**src/rtl/connect_four_buttons.sv**
```systemverilog
// Push-button conditioner for the connect_four core: synchronize, debounce, edge-detect and arbitrate.
// Define CONNECT_FOUR_BUTTON_REPEAT_EN to add hold-to-repeat on the left/right moves.
module connect_four_buttons #(
  parameter int unsigned DEBOUNCE_CYCLES = 1_000_000,
  parameter int unsigned REPEAT_DELAY    = 25_000_000,
  parameter int unsigned REPEAT_PERIOD   = 10_000_000,
  parameter bit          BTN_ACTIVE_LOW  = 1'b0
) (
  input  logic clk,
  input  logic rst_n,
  input  logic btn_right_raw,
  input  logic btn_left_raw,
  input  logic btn_drop_raw,
  output logic move_right,
  output logic move_left,
  output logic drop_piece,
  output logic right_held,
  output logic left_held,
  output logic drop_held
);

  localparam int unsigned CW = $clog2(DEBOUNCE_CYCLES);
  localparam logic [CW-1:0] CNT_MAX = CW'(DEBOUNCE_CYCLES - 1);
  localparam int BR = 0;
  localparam int BL = 1;
  localparam int BD = 2;

  if (DEBOUNCE_CYCLES < 2 || REPEAT_DELAY < 1 || REPEAT_PERIOD < 1) begin : g_bad_params
    $error("connect_four_buttons: illegal parameter value");
  end

  logic [2:0]    raw_norm;
  logic [2:0]    sync1_q, sync2_q;
  logic [2:0]    stable_q, stable_d;
  logic [CW-1:0] cnt_q [3];
  logic [CW-1:0] cnt_d [3];
  logic [2:0]    press_cand, cand;
  logic          move_right_q, move_left_q, drop_piece_q;
  logic          move_right_d, move_left_d, drop_piece_d;

  assign raw_norm = {btn_drop_raw, btn_left_raw, btn_right_raw} ^ {3{BTN_ACTIVE_LOW}};

  // NOTE: every always_comb output gets a default first so no path can infer a latch.
  always_comb begin
    for (int b = 0; b < 3; b++) begin
      stable_d[b] = stable_q[b];
      cnt_d[b]    = '0;
      if (sync2_q[b] != stable_q[b]) begin
        if (cnt_q[b] == CNT_MAX) stable_d[b] = sync2_q[b];
        else                     cnt_d[b]    = cnt_q[b] + CW'(1);
      end
    end
  end

  assign press_cand = stable_d & ~stable_q;

`ifdef CONNECT_FOUR_BUTTON_REPEAT_EN
  localparam int unsigned RMAX = (REPEAT_DELAY > REPEAT_PERIOD) ? REPEAT_DELAY : REPEAT_PERIOD;
  localparam int unsigned RW   = $clog2(RMAX + 1);

  // Index 0 is right, 1 is left; a direction repeats only while pressed alone.
  logic [RW-1:0] rep_cnt_q [2];
  logic [RW-1:0] rep_cnt_d [2];
  logic [1:0]    rep_first_q, rep_first_d, rep_cand;

  always_comb begin
    for (int d = 0; d < 2; d++) begin
      rep_cand[d]    = 1'b0;
      rep_cnt_d[d]   = '0;
      rep_first_d[d] = 1'b1;
      if (stable_q[d] && !stable_q[1-d]) begin
        rep_first_d[d] = rep_first_q[d];
        if (rep_cnt_q[d] == (rep_first_q[d] ? RW'(REPEAT_DELAY - 1) : RW'(REPEAT_PERIOD - 1))) begin
          rep_cand[d]    = 1'b1;
          rep_first_d[d] = 1'b0;
        end else begin
          rep_cnt_d[d] = rep_cnt_q[d] + RW'(1);
        end
      end
    end
  end

  always_ff @(posedge clk or negedge rst_n) begin
    if (!rst_n) begin
      rep_cnt_q[0] <= '0;
      rep_cnt_q[1] <= '0;
      rep_first_q  <= 2'b11;
    end else begin
      rep_cnt_q[0] <= rep_cnt_d[0];
      rep_cnt_q[1] <= rep_cnt_d[1];
      rep_first_q  <= rep_first_d;
    end
  end

  assign cand = press_cand | {1'b0, rep_cand};
`else
  assign cand = press_cand;
`endif

  // Drop wins outright; simultaneous left+right cancel. Masking with the own
  // registered pulse keeps any output from staying high two cycles in a row.
  always_comb begin
    drop_piece_d = cand[BD] & ~drop_piece_q;
    move_right_d = cand[BR] & ~cand[BD] & ~cand[BL] & ~move_right_q;
    move_left_d  = cand[BL] & ~cand[BD] & ~cand[BR] & ~move_left_q;
  end

  // NOTE: sequential state uses non-blocking assignments so all flops sample pre-edge values.
  always_ff @(posedge clk or negedge rst_n) begin
    if (!rst_n) begin
      sync1_q      <= '0;
      sync2_q      <= '0;
      stable_q     <= '0;
      cnt_q[0]     <= '0;
      cnt_q[1]     <= '0;
      cnt_q[2]     <= '0;
      move_right_q <= 1'b0;
      move_left_q  <= 1'b0;
      drop_piece_q <= 1'b0;
    end else begin
      sync1_q      <= raw_norm;
      sync2_q      <= sync1_q;
      stable_q     <= stable_d;
      cnt_q[0]     <= cnt_d[0];
      cnt_q[1]     <= cnt_d[1];
      cnt_q[2]     <= cnt_d[2];
      move_right_q <= move_right_d;
      move_left_q  <= move_left_d;
      drop_piece_q <= drop_piece_d;
    end
  end

  assign move_right = move_right_q;
  assign move_left  = move_left_q;
  assign drop_piece = drop_piece_q;
  assign right_held = stable_q[BR];
  assign left_held  = stable_q[BL];
  assign drop_held  = stable_q[BD];

endmodule

```
**config.mk**
```make
export PLATFORM = sky130hd
export DESIGN_NAME = connect_four_buttons
export DESIGN_NICKNAME = d
export VERILOG_FILES = /design/src/rtl/connect_four_buttons.sv
export SDC_FILE = /design/constraint.sdc
export NUM_CORES = 1
export LEC_CHECK = 0
export ABC_CLOCK_PERIOD_IN_PS = 3310
export BUFFER_PORTS_ARGS = -buffer_cell sky130_fd_sc_hd__buf_4
export CAP_MARGIN = 20
export CORE_MARGIN = 1.5
export CORE_UTILIZATION = 66
export DETAILED_ROUTE_END_ITERATION = 12
export GPL_TIMING_DRIVEN = 0
export PLACE_DENSITY = 0.85
export SLEW_MARGIN = 20
export SYNTH_ARGS = -nofsm -noshare
export SYNTH_HDL_FRONTEND = slang
export SYNTH_SLANG_ARGS = --single-unit
```
**constraint.sdc**
```tcl
create_clock -name clk -period 3.31 [get_ports clk]
set_input_delay 0.1655 -clock clk [delete_from_list [all_inputs] [get_ports clk]]
set_output_delay 0.1655 -clock clk [all_outputs]
set_load 0.05 [all_outputs]
```
Word-level counts from Yosys, hierarchy flattened:

Cells that the tools add are included.

* logic and storage cells: 45
* register bits after elaboration: 72

* muxes and demuxes: 12
* eq/ne operators: 6
* add/subtract/negate cells: 3
* bitwise logic cells: 15

Operators with widths (count)
* 2-to-1 mux 20 bit: 6
* adder 20 x 1 -> 20 bit, second input constant: 3
* equality test 20 bit, second input constant: 3
* AND 1 bit: 7
* 2-to-1 mux 1 bit: 6
* NOT 1 bit: 6
* AND 3 bit: 1
* inequality test 1 bit: 3
* NOT 3 bit: 1

Longest topological paths before layout:

Gate-level depths: netlist of run 1.

* depth in word-level cells: 8
* depth in mapped cells: 7
* gate-level depth less buffers: 5

Least setup slack after synthesis of run 1:

No wires, ideal clock.

* path kind: register to register
* start: register cnt_q[51] in the netlist's numbering
* end: register cnt_q[50] in the netlist's numbering
* slack: 1221 ps
* stages on the path, launching flop included: 6
* period minus slack after synthesis: 2089 ps
* arrival time: 1970 ps
* cell sequence: dfrtp_1 -> or4b_1 -> or4_4 -> o21ai_2 -> buf_4 -> nor2_1

RTL lines
* from (decl): RTL line 35 `logic [CW-1:0] cnt_q [3];`

==> results of run 1 <==
sequential cells by signal, indices dropped and copies added (netlist names):
| register | cells |
|---|---|
| sync1_q | 3 |
| move_right | 1 |
| sync2_q | 3 |
| move_left | 1 |
| cnt_q | 60 |
| drop_piece | 1 |
| stable_q | 3 |
cells in the mapped netlist (11+ instances only):
master	number
dfrtp_1	72
nor2_1	47
xnor2_1	28
nand3_1	23
a21oi_1	19
nand2_1	17
inv_1	14
or4_1	14
o21ai_0	13
or3_1	13
nor4_1	11
power groups by stage:
stage	clock (uW)	sequential [uW]	combinational, uW
final	695	905	55.7
after global routing	745	906	64.6
after CTS	705	904	57.2
after detailed placement	0	921	53.0
after global placement	0	920	52.3
after floorplan	0	918	26.2
layer usage:
metal	global-route usage (%)	up-vias
li1	-	1264
met1	35.1	1245
met2	42.0	41
met3	6.83	9
met4	10.1	0
met5	0	-
worst paths after layout:
kind	startpoint	endpoint	depth (start not counted)	slack [ns]
max	cnt_q[20]	cnt_q[31]	6	0.79
min	sync1_q[1]	sync2_q[1]	0	0.35
max reg2reg	cnt_q[20]	cnt_q[31]	6	0.79
min reg2reg	sync1_q[1]	sync2_q[1]	0	0.35
max in group asynchronous	rst_n	cnt_q[4]	2	2.25
min in group asynchronous	rst_n	cnt_q[56]	2	0.46
final cells by class:
type	instances	area (sq um)
plain buffers	9	37.5
clock buffers	11	141
clock inverters	5	56.3
fillers	324	1060
inverters	14	52.6
multi-input cells	247	1500
flip-flops and latches	72	1800
well taps	67	83.8
repair buffers	14	115
stage by stage:
step,hold WS [ns],setup slack (ns),util (%)
2_1_floorplan,-0.130,1.22,-
3_5_place_dp,0.276,0.815,73.3
3_3_place_gp,0.275,0.900,73.3
5_1_grt,0.360,0.607,78.2
6_report,0.353,0.794,78.2
4_1_cts,0.354,0.813,78.2
critical path, cell delays in order, from the launching register on:
cell,delay [ns]
dfrtp_1,0.43
ha_1,0.26
nand4_1,0.17
or4_1,0.59
o21ai_2,0.43
clkbuf_1,0.41
nor2_1,0.10
cells by family (layout without fill, tap and decap cells):
group,after synthesis,in the layout,synth area share [%]
simple gates,161,161,25.5
flops,72,72,53.1
compound gates,43,43,7.22
xor+xnor,38,38,9.80
buf+inv,23,53,2.65
fa+ha+maj,3,3,1.11
mux,2,2,0.663
timing repair:
item	in CTS	in global routing
endpoints found under the hold margin	75	0
hold buffers	4	0
setup buffers	0	0
==> results summary, run 1 <==
The area growth from synthesis to layout came out at 11.7%. The detailed-route wire length per cell is 14.9 um. The arrival time of the worst setup path came out at 2.73 ns.

The share of layout cells above drive strength 1 came out at 9.68%. The total power consumption of the routed design came out at 1660 uW. By area the synthesized netlist is led by dfrtp_1 53%, xnor2_1 7.2%, nor2_1 5.2%. The number of global-route vias before repair is 2415. The post-synthesis instance area came out at 3400 sq um. The path class of the tightest hold or removal check is register to register. The total track usage is 26.4%. Per report_power, the combinational group accounts for 3.4% of the total.

The total via count in the routed design is 2559. The number of DRC markers after the initial detailed-route iteration is 189. The power dissipated by switching net loads is 378 uW. Clock-pin slew was measured on the worst setup and hold paths at 0.07 ns. The minimum clock period is 2.52 ns.

The instance area after placement came out at 3550 sq um. Data on the critical path is required at its endpoint by 3.52 ns. The total overflow left after global routing is 0.

Synthesis produced a netlist with a net count of 350. The library cell used most frequently in the layout, excluding fill and tap cells, is dfrtp_1. The clock arrives with 0.0124 ns of skew. The fraction of power consumed by sequential logic came out at 54.6%. The TritonCTS clock tree is done. The initialized floorplan defines 25 standard-cell rows. The biggest area contributor in the post-synthesis netlist is dfrtp_1. The worst pin sits at a relative slew slack of 41.8%.

For the pin with the worst max-slew slack, the measured transition is 0.873 ns. The number of diodes is 0. The max capacitance violation total came out at 0. The number of remaining DRC errors came out at 0. The leakage component of the power is 0.00151 uW. Buffers inserted during clock tree synthesis total 9. The synthesized area divided by synthesized cell count is 9.93 sq um.

For this run, the top clock speed supported by timing is 397 MHz. Counting flops with an async set or reset pin after synthesis yields a share of 100%. The global placement routability congestion is 0.847. The switching share of total power is 22.8%. The core footprint is 4850 sq um. The final max-slew violation count came out at 0. The final number of hold-violating endpoints is 0. After synthesis, the netlist uses 32 different library cells. Of the post-synthesis cell area, the dominant cell type holds 53.1%. The clock net sink count came out at 72.

The first-pass GRT wire length is 10900 um. The internal portion of the total power is 1280 uW. The first-pass detailed-route iteration total came out at 4. The final standard cell count with taps included and fillers excluded is 439. The run finished with clean final reports. The count of flip-flops with a built-in enable after synthesis came out at 0.

Setup repair after global routing left no endpoint under its margin. The Yosys step of the flow raised 0 warnings. The depth of the CTS H-tree came out at 3.

The cell total after placement is 419. The type of the worst setup path is register to register. The share of power burned in the clock network came out at 42.0%.

The width of the die came out at 74.7 um. The cell area after layout is 3790 sq um. The proportion of synthesized chip area in sequential cells is 53.1%. The period utilization is 76.0%. The final HPWL from detailed placement is 4280 um. The detailed-routed wire length on met2 came out at 3210 um. The number of cells upsized or downsized after cts is 0. The number of vias per cell is 5.83. The number of nets in the layout came out at 375. In this run the vertical extent of the chip is 74.7 um. The peak ir drop on the vdd network came out at 0.402 mV. The areal power density over the cells is 437 nW/um^2. After detailed routing, the wire length on met1 is 3000 um. The routed design uses 238 um of met3 wire. The post-synthesis instance total came out at 342.

The count of buffers from port buffering is 10. The final sum of negative setup slack is 0 ns. The worst setup path is launched from a register.

The count of nets left with antenna violations once routing finished came out at 0. The total detailed-routing wirelength is 6540 um. The number of register bits inferred by synthesis is 72. The flip-flop cell with the highest count after synthesis is dfrtp_1. Clock latency on the worst-skew pair, taken at its later pin, is 0.35 ns. The clock passes through at most 2 buffers. The highest metal layer carrying signal wires in the routed design is met4. The number of setup violations in the final report is 0. The floorplan step defined a die boundary enclosing 5580 sq um.

The maximum number of pins on one net before global-route repair came out at 73. Along the worst path, the maximum fanout reaches 10. The I/O pin count is 11.

The number of antenna violations at the first check in global routing is 0. The initial cell density of the core came out at 70.0%. The library cells used most frequently in the layout, excluding fill and tap cells, are 72 x dfrtp_1, 47 x nor2_1, 28 x xnor2_1, 23 x nand3_1, 19 x a21oi_1. CTS placed an instance of clkbuf_8 at the clock tree root. The type of destination of the critical path is a register.
(Power assumes the default switching activity.)
==> run 2: changes to the inputs <==
--- a/config.mk
+++ b/config.mk
@@ -5,14 +5,15 @@
 export SDC_FILE = /design/constraint.sdc
 export NUM_CORES = 1
 export LEC_CHECK = 0
-export ABC_CLOCK_PERIOD_IN_PS = 3310
+export ABC_AREA = 1
+export ABC_CLOCK_PERIOD_IN_PS = 2600
 export BUFFER_PORTS_ARGS = -buffer_cell sky130_fd_sc_hd__buf_4
 export CAP_MARGIN = 20
 export CORE_MARGIN = 1.5
-export CORE_UTILIZATION = 66
+export CORE_UTILIZATION = 62
 export DETAILED_ROUTE_END_ITERATION = 12
 export GPL_TIMING_DRIVEN = 0
-export PLACE_DENSITY = 0.85
+export PLACE_DENSITY = 0.8
 export SLEW_MARGIN = 20
 export SYNTH_ARGS = -nofsm -noshare
 export SYNTH_HDL_FRONTEND = slang
==> constraint.sdc (replaced) <==
create_clock -name clk -period 2.6 [get_ports clk]
set_input_delay 0.13 -clock clk [delete_from_list [all_inputs] [get_ports clk]]
set_output_delay 0.13 -clock clk [all_outputs]
set_load 0.05 [all_outputs]
==> run 2 against run 1 <==
  * Cell area up 20%
  * Final cell count increased by 43%
  * Largest power group unchanged
  * Die area is 28% higher
  * Combinational power rose by 54%
  * Flip-flop and latch count unchanged
  * Largest cell class is now multi-input gates
  * Via count increased by 31%
==> results summary, run 2 <==
Setup repair after global routing left no endpoint under its margin. The multiplexer share of the synthesized area is 0%. Dividing the final minimum period by the clock period gives 61.8%. The class of the most critical hold timing path is register to register. The type of destination of the critical path is a register. The setup path with the least slack is of type register to register. The arrival time of the worst setup path came out at 1.85 ns. Once detail routing completed, the nets flagged for antenna violations numbered 0. The parity-gate share of the synthesized area counting xor and xnor cells is 5.28%. Row generation in the floorplan step produced 29 rows.

The overall die area came out at 7150 sq um. The largest register by flop count is cnt_q. The initial cell density of the core came out at 64.6%. The final max-slew violation count came out at 0. The number of antenna violations at the first check in global routing came out at 0. CTS saw 72 sinks. Data on the critical path is required at its endpoint by 2.85 ns. The number of nets in the layout came out at 554. The number of buffers inserted to repair setup after CTS is 0. The number of vias per cell is 5.32. The post-synthesis compound-gate area fraction came out at 3.09%. The combinational family with the most area after synthesis is simple AND/OR/NAND/NOR gates.

Walking the worst path, the cells encountered are ha_1, inv_1, nor3_4, nand3_4, nand2_4, inv_4, nand2_1, nor2_1. The number of register bits inferred by synthesis came out at 72. At the pin with the least slew margin, the transition time is 0.889 ns.

Entering global routing, the biggest net connects 73 pins. Summed over all failing endpoints, the final setup total negative slack is 0 ns. The proportion of synthesized chip area in sequential cells came out at 43.7%. The most common cell after layout, fill and taps aside is nor2_1.

The core footprint came out at 6390 sq um. The instance area after placement came out at 4300 sq um. The clock passes through at most 2 buffers. Along the worst path, the maximum fanout reaches 8.

The count of flip-flops with a built-in enable after synthesis is 0. The number of DRC markers after the initial detailed-route iteration is 267. The post-synthesis instance area is 4130 sq um.

Ranked by instance count, the synthesized netlist is headed by 114 x nor2_1, 99 x nand2_1, 72 x dfrtp_1, 62 x inv_1, 29 x nand3_1. The first-pass detailed-route iteration total came out at 5. The number of buffers added by the clock tree synthesis step came out at 9. Summing the areas of all and, or, nand and nor instances in the mapped netlist gives 40.8% of the synthesized area. On the critical path, the stage with the largest delay is an instance of dfrtp_1.

The depth of the CTS H-tree is 3. CTS placed an instance of clkbuf_8 at the clock tree root. The worst slew slack as a fraction of its limit is 40.8%.

The synthesized area divided by synthesized cell count came out at 7.92 sq um. The width of the die is 84.6 um. STA classifies the critical path startpoint as a register.

The biggest area contributor in the post-synthesis netlist is dfrtp_1. Max-cap violations in this run came to 0. The share of layout cells above drive strength 1 is 17.4%.

TritonCTS built the clock tree. Once layout is complete, the cells apart from fillers number 628. The flip-flop cell with the highest count after synthesis is dfrtp_1. 0 antenna diodes ended up in the layout.

The total nets after synthesis is 529. By instance count, the leading cell after synthesis is nor2_1. The remaining global-route overflow came out at 0. In this run the static leakage power is 0.00207 uW.

After clock tree synthesis, the repair step resized 0 gates. Once layout is complete, the utilization of the core stands at 71.1%. The total detailed-routing wirelength came out at 8170 um.

By area the synthesized netlist is led by dfrtp_1 44%, nor2_1 10%, nand2_1 9.0%. After layout, the minimum clock period comes to 1.61 ns. The count of synthesis-stage warnings from yosys came out at 0. The first-pass GRT wire length is 14600 um. The unique cell type count in the Yosys netlist came out at 36. The total via count in the routed design is 3343. Across the VDD grid, the largest voltage drop is 0.510 mV. The number of setup violations in the final report came out at 0. The register with the most flip-flops in the layout has 60 of them. From synthesis to final layout, the design area changed by 10.0%. After clock tree synthesis, the clock-pin slew on the worst setup and hold paths is 0.08 ns. The detailed-route wire length per cell is 13.0 um. Routability-driven placement finished with a final weighted congestion of 1.00. The top cell types in the final layout, fill and taps aside, are 114 x nor2_1, 99 x nand2_1, 72 x dfrtp_1, 62 x inv_1, 29 x nand3_1. The post-synthesis instance total came out at 521. The worst clock skew is 0.00996 ns.

The setup slack of the worst register-to-register path came out at 0.99 ns. The run finished with clean final reports. The final number of hold-violating endpoints is 0. The number of global-route vias before repair came out at 3341.

The final hold slack came out at 0.357 ns. The count of buffers from port buffering came out at 10. The number of remaining DRC errors is 0. The areal power density over the cells is 471 nW/um^2. The total track usage is 25.8%. For this run, asynchronously set or reset flops after synthesis account for 100%. Based on the critical path, the design can be clocked at up to 622 MHz. The final HPWL from detailed placement is 5850 um. The cell area after layout came out at 4540 sq um.

The top-area cell type share of the netlist area is 43.7%. The adder-cell area share of the yosys netlist is 0.910%. The number of placed instances, taps included, is 608. The highest cell delay on the worst timing path came out at 0.43 ns. The clock network latency to the later pin of the worst-skew pair came out at 0.35 ns. The I/O pin count came out at 11.

The die span in y is 84.6 um.
run 2: cell count changes after synthesis, moves of 14 or more:
cell     change
or4_1       -14
inv_1       +48
nor3_1      +16
nor2_2      +18
xnor2_1     -22
nand2_1     +82
nor2_1      +67
run 2: logic make-up (layout without fill, tap and decap cells):
logic type	Yosys count	count (layout)
and+or+nand+nor	334	334
DFF	72	72
adders and majority gates	3	3
AOI/OAI and AO/OA	20	20
xor gates and xnor gates	24	24
buffers and inverters	68	98
run 2: worst paths after layout:
kind / start / endpoint / depth (start not counted)
max: cnt_q[20] / cnt_q[37] / 8
min: sync1_q[0] / sync2_q[0] / 0
max reg2reg: cnt_q[20] / cnt_q[37] / 8
min reg2reg: sync1_q[0] / sync2_q[0] / 0
max in group asynchronous: rst_n / cnt_q[53] / 2
min in group asynchronous: rst_n / cnt_q[58] / 2
run 2: cell type report:
class                           count  area, sq um
Multi-Input combinational cell    381         2070
Fill cell                         493         1850
Sequential cell                    72         1800
Inverter                           68          259
Clock buffer                        9          124
Timing Repair Buffer               14          115
Tap cell                           77         96.3
Clock inverter                      7         78.8
run 2: power breakdown:
part           leakage (uW)  internal [uW]  total (uW)  switching (uW)
sequential         0.000985           1130        1150            14.8
clock             0.0000925            451         904             454
combinational      0.000994           26.1        86.0            59.9
total               0.00207           1610        2140             528
run 2: timing repair:
action	4_1_cts	5_1_grt
hold buffers	4	0
hold endpoints to repair	75	0
endpoints found under the setup margin	0	0
run 2: layer usage:
metal	vias up	global-route usage (%)	wire length (um)
met5	-	0	0
met4	0	10.1	142
met3	15	6.00	382
met2	75	42.6	3950
met1	1575	33.0	3690
li1	1678	-	-
run 2: per-stage QoR:
step | worst slack [ns] | power [uW]
2_1_floorplan | 1.02 | 1210
3_3_place_gp | 1.04 | 1250
3_5_place_dp | 1.00 | 1250
4_1_cts | 0.985 | 2170
5_1_grt | 0.870 | 2230
6_report | 0.992 | 2140
run 2: worst max-delay path: cells and delay by family (launching register included):
family | cells | cell delay (ns)
flops | 1 | 0.43
buf+inv | 2 | 0.17
simple gates | 5 | 0.69
fa+ha+maj | 1 | 0.22
